## config.mk

```make
export PLATFORM = sky130hd
export DESIGN_NAME = calc_engine
export DESIGN_NICKNAME = d
export VERILOG_FILES = /design/src/rtl/calc_pkg.sv /design/src/rtl/calc_divider.sv /design/src/rtl/calc_engine.sv
export SDC_FILE = /design/constraint.sdc
export NUM_CORES = 2
export LEC_CHECK = 0
export ABC_AREA = 1
export CORE_ASPECT_RATIO = 0.6
export CORE_MARGIN = 2
export CORE_UTILIZATION = 47
export DETAILED_ROUTE_END_ITERATION = 12
export PLACE_DENSITY = 0.64
export SLEW_MARGIN = 20
export SYNTH_ARGS = -nofsm -noshare
export SYNTH_HDL_FRONTEND = slang
export SYNTH_SLANG_ARGS = --single-unit
export TNS_END_PERCENT = 10
```

## constraint.sdc

```tcl
create_clock -name clk -period 8.8 [get_ports clk]
set_input_delay 1.76 -clock clk [delete_from_list [all_inputs] [get_ports clk]]
set_output_delay 1.76 -clock clk [all_outputs]
set_load 0.01 [all_outputs]
```

## src/rtl/calc_pkg.sv

```systemverilog
// Shared encodings and defaults for the calc_engine slice.
package calc_pkg;
  localparam int DEF_WIDTH = 32;
  localparam int DEF_NREGS = 8;

  typedef enum logic [1:0] {
    OP_ADD = 2'b00,
    OP_SUB = 2'b01,
    OP_MUL = 2'b10,
    OP_DIV = 2'b11
  } op_e;

  typedef enum logic [1:0] {
    IDLE,
    CALC,
    DONE
  } state_e;
endpackage

```

## src/rtl/calc_divider.sv

```systemverilog
// Restoring unsigned divider, one quotient bit per clock, WIDTH steps after start.
// done_o flags the final step; quotient_o/remainder_o carry that step's values.
module calc_divider #(
  parameter int WIDTH = 32
) (
  input  logic             clk,
  input  logic             rst_n,
  input  logic             start_i,
  input  logic [WIDTH-1:0] dividend_i,
  input  logic [WIDTH-1:0] divisor_i,
  output logic             busy_o,
  output logic             done_o,
  output logic [WIDTH-1:0] quotient_o,
  output logic [WIDTH-1:0] remainder_o
);
  localparam int CNT_W = $clog2(WIDTH + 1);

  logic [WIDTH-1:0] quo_q, rem_q, dvs_q;
  logic [CNT_W-1:0] cnt_q;
  logic             busy_q;
  logic [WIDTH:0]   shifted, diff;
  logic             fits;

  // Bit WIDTH of the difference is the borrow: clear means the divisor fits.
  assign shifted     = {rem_q, quo_q[WIDTH-1]};
  assign diff        = shifted - {1'b0, dvs_q};
  assign fits        = ~diff[WIDTH];
  assign remainder_o = fits ? diff[WIDTH-1:0] : shifted[WIDTH-1:0];
  assign quotient_o  = {quo_q[WIDTH-2:0], fits};
  assign busy_o      = busy_q;
  assign done_o      = busy_q && (cnt_q == CNT_W'(1));

  always_ff @(posedge clk) begin
    if (!rst_n) begin
      quo_q  <= '0;
      rem_q  <= '0;
      dvs_q  <= '0;
      cnt_q  <= '0;
      busy_q <= 1'b0;
    end else if (start_i) begin
      quo_q  <= dividend_i;
      rem_q  <= '0;
      dvs_q  <= divisor_i;
      cnt_q  <= CNT_W'(WIDTH);
      busy_q <= 1'b1;
    end else if (busy_q) begin
      quo_q <= quotient_o;
      rem_q <= remainder_o;
      cnt_q <= cnt_q - CNT_W'(1);
      if (cnt_q == CNT_W'(1)) busy_q <= 1'b0;
    end
  end
endmodule

```

## src/rtl/calc_engine.sv

```systemverilog
// Handshaked add/sub/mul/div engine with last-result register and a small result store.
// CALC_DIV_EN enables the iterative divider; without it op 11 completes at once with error set.
module calc_engine
  import calc_pkg::*;
#(
  parameter int  WIDTH  = DEF_WIDTH,
  parameter int  NREGS  = DEF_NREGS,
  localparam int ADDR_W = $clog2(NREGS)
) (
  input  logic              clk,
  input  logic              rst_n,
  input  logic              op_valid,
  output logic              op_ready,
  input  logic [1:0]        op_code,
  input  logic [WIDTH-1:0]  op_a,
  input  logic [WIDTH-1:0]  op_b,
  output logic              res_valid,
  input  logic              res_ready,
  output logic [WIDTH-1:0]  result,
  output logic [WIDTH-1:0]  remainder,
  output logic              negative,
  output logic              overflow,
  output logic              error,
  input  logic              st_en,
  input  logic [ADDR_W-1:0] st_addr,
  input  logic              clr_en,
  input  logic [ADDR_W-1:0] rd_addr,
  output logic [WIDTH-1:0]  rd_data,
  output logic [NREGS-1:0]  occupied
);
  state_e             state_q, state_d;
  op_e                op_q;
  logic [WIDTH-1:0]   a_q, b_q;
  logic [WIDTH-1:0]   result_q, rem_q;
  logic               neg_q, ovf_q, err_q, last_vld_q;
  logic               accept, cap;
  logic [WIDTH-1:0]   c_res, c_rem;
  logic               c_neg, c_ovf, c_err;
  logic [WIDTH:0]     sum;
  logic [2*WIDTH-1:0] prod;
  logic [WIDTH-1:0]   slot_q [NREGS];
  logic [NREGS-1:0]   occ_q;

  assign accept = op_valid && op_ready;
  assign sum    = {1'b0, a_q} + {1'b0, b_q};
  assign prod   = {{WIDTH{1'b0}}, a_q} * {{WIDTH{1'b0}}, b_q};

`ifdef CALC_DIV_EN
  logic             div_busy, div_done;
  logic [WIDTH-1:0] div_quo, div_rem;

  // Started on the accepting edge so the WIDTH steps fill exactly the CALC cycles.
  calc_divider #(.WIDTH(WIDTH)) u_div (
    .clk         (clk),
    .rst_n       (rst_n),
    .start_i     (accept && (op_code == OP_DIV) && (op_b != '0)),
    .dividend_i  (op_a),
    .divisor_i   (op_b),
    .busy_o      (div_busy),
    .done_o      (div_done),
    .quotient_o  (div_quo),
    .remainder_o (div_rem)
  );
`endif

  always_ff @(posedge clk) begin
    if (!rst_n) state_q <= IDLE;
    else        state_q <= state_d;
  end

  always_comb begin
    state_d   = state_q;
    op_ready  = 1'b0;
    res_valid = 1'b0;
    cap       = 1'b0;
    c_res     = '0;
    c_rem     = '0;
    c_neg     = 1'b0;
    c_ovf     = 1'b0;
    c_err     = 1'b0;
    unique case (state_q)
      IDLE: begin
        op_ready = 1'b1;
        if (op_valid) state_d = CALC;
      end
      CALC: begin
        cap     = 1'b1;
        state_d = DONE;
        case (op_q)
          OP_ADD: begin
            c_res = sum[WIDTH-1:0];
            c_ovf = sum[WIDTH];
          end
          OP_SUB: begin
            if (a_q >= b_q) c_res = a_q - b_q;
            else begin
              c_res = b_q - a_q;
              c_neg = 1'b1;
            end
          end
          OP_MUL: begin
            c_res = prod[WIDTH-1:0];
            c_ovf = |prod[2*WIDTH-1:WIDTH];
          end
          default: begin
`ifdef CALC_DIV_EN
            if (b_q == '0) begin
              c_res = '1;
              c_rem = a_q;
              c_err = 1'b1;
            end else begin
              c_res = div_quo;
              c_rem = div_rem;
              cap   = div_done;
              if (div_busy && !div_done) state_d = CALC;
            end
`else
            c_err = 1'b1;
`endif
          end
        endcase
      end
      DONE: begin
        res_valid = 1'b1;
        if (res_ready) state_d = IDLE;
      end
      default: state_d = IDLE;
    endcase
  end

  always_ff @(posedge clk) begin
    if (!rst_n) begin
      op_q       <= OP_ADD;
      a_q        <= '0;
      b_q        <= '0;
      result_q   <= '0;
      rem_q      <= '0;
      neg_q      <= 1'b0;
      ovf_q      <= 1'b0;
      err_q      <= 1'b0;
      last_vld_q <= 1'b0;
    end else begin
      if (accept) begin
        op_q <= op_e'(op_code);
        a_q  <= op_a;
        b_q  <= op_b;
      end
      if (cap) begin
        result_q   <= c_res;
        rem_q      <= c_rem;
        neg_q      <= c_neg;
        ovf_q      <= c_ovf;
        err_q      <= c_err;
        last_vld_q <= 1'b1;
      end
    end
  end

  // Clear has priority over store; nothing is stored before the first completion.
  always_ff @(posedge clk) begin
    if (!rst_n)                        occ_q <= '0;
    else if (clr_en)                   occ_q <= '0;
    else if (st_en && last_vld_q)      occ_q[st_addr] <= 1'b1;
  end

  always_ff @(posedge clk) begin
    if (rst_n && !clr_en && st_en && last_vld_q) slot_q[st_addr] <= result_q;
  end

  assign rd_data   = occ_q[rd_addr] ? slot_q[rd_addr] : '0;
  assign occupied  = occ_q;
  assign result    = result_q;
  assign remainder = rem_q;
  assign negative  = neg_q;
  assign overflow  = ovf_q;
  assign error     = err_q;
endmodule

```

# Yosys cells after proc, flatten, opt, wreduce, memory -nomap -nowiden
# Memories as Yosys holds them, arrays and structs flattened.
# Cells that the tools add are included.
[word_totals] output_inout_bits=109 ff_bits=112 ram_bits=256 inputBits=78 word_cells=63 memories=1
[classes] n_lt_le_gt_ge=4 eq_ne=6 bitwise_logic=2 reduce_logical=13 mux=23 multipliers=1 addsub=3
[mem_list] name="slot_q" depth=8 width=32 read_ports=1 rd_ports_with_merged_regs=0 write_ports=1 line_no="calc_engine.sv:41" source="logic [WIDTH-1:0] slot_q [NREGS];"
[op_table] op="32-bit 2-to-1 mux" count=3
[op_table] op="32-bit one-hot mux with 3 select lines" count=1
[op_table] op="32-bit by 32-bit multiplier with 64-bit output" count=1
[op_table] op="32-bit subtractor" count=2
[op_table] op="32-bit by 32-bit adder with 33-bit output" count=1
[op_table] op="32-bit >= comparator" count=1
[op_table] op="32-bit OR reduction" count=1
[op_table] op="1-bit 2-to-1 mux" count=13
[op_table] op="3-bit by 4-bit less-than comparator with 1-bit output (second input constant)" count=2
[op_table] op="8-bit bitwise OR" count=1
[op_table] op="1-bit logical AND" count=6
[op_table] op="2-bit one-hot mux with 3 select lines" count=1
[op_table] op="2-bit by 1-bit equality test with 1-bit output (second input constant)" count=2
[op_table] op="2-bit equality test (second input constant)" count=2
[op_table] op="2-bit zero test" count=2
[op_table] op="2-bit 2-to-1 mux" count=2
[op_table] op="2-bit inequality test (second input constant)" count=2
[op_table] op="1-bit binary-select mux with 3-bit select" count=1
[op_table] op="1-bit demux with 3-bit select" count=1
[op_table] op="3-bit by 1-bit >= comparator with 1-bit output (second input constant)" count=1
[op_table] op="3-bit OR reduction" count=1
[op_table] op="1-bit one-hot mux with 2 select lines" count=1
[op_table] op="2-bit AND reduction" count=1
[op_table] op="2-bit OR reduction" count=1
[op_table] op="2 further kinds" count=2

# Longest topological paths before layout
[depth] word_depth=6 depth_mapped=40 depth_no_buf=39

# Worst setup path after synthesis
# No wires, ideal clock.
[synth_path] path_type="reg2reg" start="reg a_q[21]" end="reg ovf_q (netlist: overflow)" path_stages_with_launch=34 path_slack_ps=2199 t_required_ps=8681 setup_time_ps=119 path_buffers=1 synth_period_minus_slack_ps=6601 arrival_time_ps=6481 path_cell_list="dfxtp_1 -> clkbuf_1 -> nand2_1 -> fa_1 -> inv_1 -> fa_1 -> inv_1 -> fa_1 -> inv_1 -> fa_1 -> fa_1 -> inv_1 -> fa_1 -> fa_1 -> fa_1 -> inv_1 -> ha_1 -> nand2_1 -> nor2_1 -> inv_2 -> nor2_2 -> nand2_1 -> nor2_1 -> nand2_1 -> nand4_1 -> nand2_1 -> inv_1 -> nand2_1 -> nor2_1 -> nand2_1 -> nor2_1 -> nand3_1 -> nand2_1 -> a21oi_1"
[synth_between] elab_chain_len=4
[synth_rtl] element="start: declaration" line_no="calc_engine.sv:33" source="logic [WIDTH-1:0] a_q, b_q;"
[synth_rtl] element="start signal: assignment" line_no="calc_engine.sv:145" source="a_q <= op_a;"
[synth_rtl] element="32-bit by 32-bit multiplier with 64-bit output" line_no="calc_engine.sv:46" source="assign prod = {{WIDTH{1'b0}}, a_q} * {{WIDTH{1'b0}}, b_q};"
[synth_rtl] element="32-bit OR reduction" line_no="calc_engine.sv:103" source="c_ovf = |prod[2*WIDTH-1:WIDTH];"
[synth_rtl] element="1-bit one-hot mux with 2 select lines *" line_no="calc_engine.sv:89" source="case (op_q)"
[synth_rtl] element="1-bit 2-to-1 mux *" line_no="calc_engine.sv:81" source="unique case (state_q)"
[synth_rtl] element="end signal: assignment" line_no="calc_engine.sv:152" source="ovf_q <= c_ovf;"
[synth_rtl] element="end: declaration" line_no="calc_engine.sv:35" source="logic neg_q, ovf_q, err_q, last_vld_q;"
# Mark *: on every way between the ends. The rest lies on a longest branch, timed or not.
# A chain may end at the register's enable or synchronous reset.

# Final worst setup path
[layout_path] start="reg a_q[13]" end="reg ovf_q (netlist: overflow)"
# The elaborated chain is that of the path after synthesis.

==> results.json <==
{
  "ys_async_sr_fraction_pct": 0,
  "yosys.area_share.adder_pct": 40.11,
  "die_width_um": 449.9,
  "cts_buffers": 41,
  "skew_ns": 0.03864,
  "drc_errors": 0,
  "firstDrtPassIters": 6,
  "row_count": 98,
  "root_buffer": "clkbuf_16",
  "clk_latency_ns": 0.62,
  "avgSynthCellArea_sq_um": 7.698,
  "drt-total-wl_um": 199800,
  "grt_max_degree": 87,
  "fmax_mhz": 117.1,
  "crit_type": "reg -> reg",
  "synth_seq_area_share_pct": 17.71,
  "maxSlewHeadroom_pct": 24.22,
  "yosys_warnings": 0,
  "reg2reg_depth": 27,
  "status": "finished clean",
  "cts_tree": "done",
  "synth_cell_type_count": 52,
  "avgRoutedWirePerCell_um": 22.34,
  "fin_crit_ns": 8.543,
  "cap_violations": 0,
  "stdcell_count": 8946,
  "cp-end-kind": "flop",
  "gr-total-overflow": 0,
  "finalNetCount": 8645,
  "vias_per_cell": 5.313,
  "synth_compound_area_share_pct": 7.712,
  "fp.coreArea_sq_um": 118700,
  "hold_depth": 2,
  "setup_tns_ns": 0,
  "antenna_found_initial": 4,
  "die_height_um": 271.5,
  "io_buffers": 154,
  "routabilityCongestion": 1.016,
  "synth.top_cell.area_share_pct": 32.07,
  "synth_edf_count": 256,
  "p_leak_nw": 31.43,
  "setup_slack_ns": 0.2568,
  "clk_pin_slew_ns": 0.06,
  "synth_top_family_by_area": "adder cells",
  "sequentialPowerShare_pct": 16.9,
  "fillers": 11660,
  "finalHoldViolations": 0,
  "worstPathRequired_ns": 9.28,
  "p_int_mw": 5.667,
  "ir_worst_vdd_mv": 0.1737,
  "grt_usage_pct": 33.15,
  "syn2layout_area_growth_pct": 8.531,
  "cp.arrival_ns": 9.02,
  "drive_gt1_share_pct": 4.032,
  "startpoint_type": "flop",
  "post-route-period-util_pct": 97.08,
  "clock_power_share_pct": 14.6,
  "power_density_nw_per_um2": 201.5,
  "cts_max_level": 2,
  "grt_pass1_vias": 47890,
  "muxShareOfSynthArea_pct": 0,
  "dp.cells": 8866,
  "cts_hold_buf": 0,
  "hpwlAfterDp_um": 165000,
  "ys.flop_type": "edfxtp_1",
  "die_area_sq_um": 122100,
  "num_vias": 47530,
  "yosys.area_share.simple_pct": 18.43,
  "cts_buffer_depth": 3,
  "synthTopCellsByCount": "nand2_1, inv_1, fa_1, nor2_1, ha_1",
  "rsz0062_at_grt": "false",
  "hp-class": "reg -> reg",
  "p_comb_share_pct": 68.5,
  "synth_most_common_cell": "nand2_1",
  "synth_xor_xnor_area_share_pct": 0.9687,
  "synth_cells": 7282,
  "drtAntennaViolNets": 0,
  "maxSlewViolCount": 0,
  "grt_pass1_wl_um": 304200,
  "p_sw_share_pct": 53.78,
  "worst-path-max-fanout": 19,
  "drtIter0Drc": 5465,
  "place_ws_ns": 0.3956,
  "ioPinCount": 187,
  "switchingPower_mw": 6.594,
  "ys_seq_elements": 368,
  "ys_top_cells_by_area": "fa_1, edfxtp_1, nand2_1, inv_1, ha_1",
  "worstMarginPinSlew_ns": 1.135,
  "syn-cell-area_sq_um": 56060,
  "start_util_pct": 47.23,
  "setup_viol": 0,
  "synth_area_leader_cell": "fa_1",
  "clkSinkCount": 368
}
## layout make-up
cell class	count	area, sq um	area share, %
Clock buffer	51	1074	1.765
Inverter	1836	6893	11.33
Clock inverter	24	275.3	0.4525
Tap cell	1600	2002	3.291
Sequential cell	368	9931	16.32
Antenna cell	5	12.51	0.02057
Multi-Input combinational cell	4763	37890	62.28
Timing Repair Buffer	299	2763	4.541
## metrics by stage
| step | instance area, sq um | hold WS, ns | util (%) | power, mW |
|---|---|---|---|---|
| floorplan | 56170 | 0.4402 | - | 7.288 |
| global placement | 59450 | 0.4594 | 50.09 | 10.32 |
| detailed placement | 59480 | 0.4691 | 50.11 | 10.34 |
| CTS | 60820 | 0.4775 | 51.24 | 12.17 |
| global route | 60830 | 0.4863 | 51.25 | 13.21 |
| finish | 60840 | 0.4765 | 51.26 | 12.26 |
## worst max-delay path, stage by stage, from the launching register on
cell	delay (ns)
dfxtp_1	0.81
buf_4	0.45
nand2_1	0.13
fa_1	0.58
fa_1	0.45
fa_1	0.51
fa_1	0.60
fa_1	0.45
fa_1	0.52
fa_1	0.43
fa_1	0.54
inv_1	0.06
ha_1	0.45
nand2_1	0.19
nor2_1	0.40
nand2_1	0.24
nor2_1	0.26
nand3_1	0.25
nand3_1	0.26
nand2_1	0.13
nand2_1	0.08
nand2_1	0.05
nor2_1	0.10
nand2_1	0.05
nor2_1	0.08
nand3_1	0.15
nand2_1	0.10
a21oi_1	0.05
## registers in the layout, indices dropped and copies added, names as in the netlist, 2 cells and up
name,flops
slot_q,256
a_q,32
b_q,32
result,32
occupied,8
op_q,2
state_q,2
## power by group through the flow
stage	combinational (mW)	clock, mW	sequential [mW]
final	8.40	1.79	2.08
after CTS	8.29	1.81	2.07
after global placement	8.21	0	2.10
after detailed placement	8.23	0	2.11
after global routing	9.25	1.88	2.08
after floorplan	5.28	0	2.01
## layout by cell type, fill, tap and decap left out, types with 13 or more instances in the layout
cell and instances:
nor2_1 370, nor3_1 18, fa_1 898, dfxtp_1 111
nand2_1 1988, ha_1 360, conb_1 32, nand3_1 166
buf_4 135, o21ai_1 13, clkdlybuf4s50_1 151, o21ai_0 315
nor2_4 13, o21bai_1 16, a21oi_1 304, xor2_1 58
inv_1 1825, nand4_1 15, o22ai_1 72, edfxtp_1 256
clkbuf_16 41
## routing by layer
layer	routed length, um	track usage, %	vias to the layer above
li1	-	-	21510
met1	93690	51.92	23500
met2	80600	47.16	2305
met3	20870	6.239	215
met4	4673	7.224	2
met5	13	0	-
## what timing repair did
action                                  CTS  global route
buffers inserted                          0             0
endpoints found under the setup margin    0             1
resized for setup                         0             1
## logic make-up after synthesis
family / Yosys count
other: 1
AO/OA/AOI/OAI: 786
XOR/XNOR: 62
adder cells (fa/ha/maj): 1258
AND/OR/NAND/NOR: 2625
buffers and inverters: 2182
flip-flops: 368
## worst paths after layout
path | from | endpoint | slack, ns
max reg2reg | a_q[13] | overflow | 0.26
min reg2reg | negative | negative | 0.48
max | a_q[13] | overflow | 0.26
min | negative | negative | 0.48
Note: power is estimated with default switching activity, not from simulation.
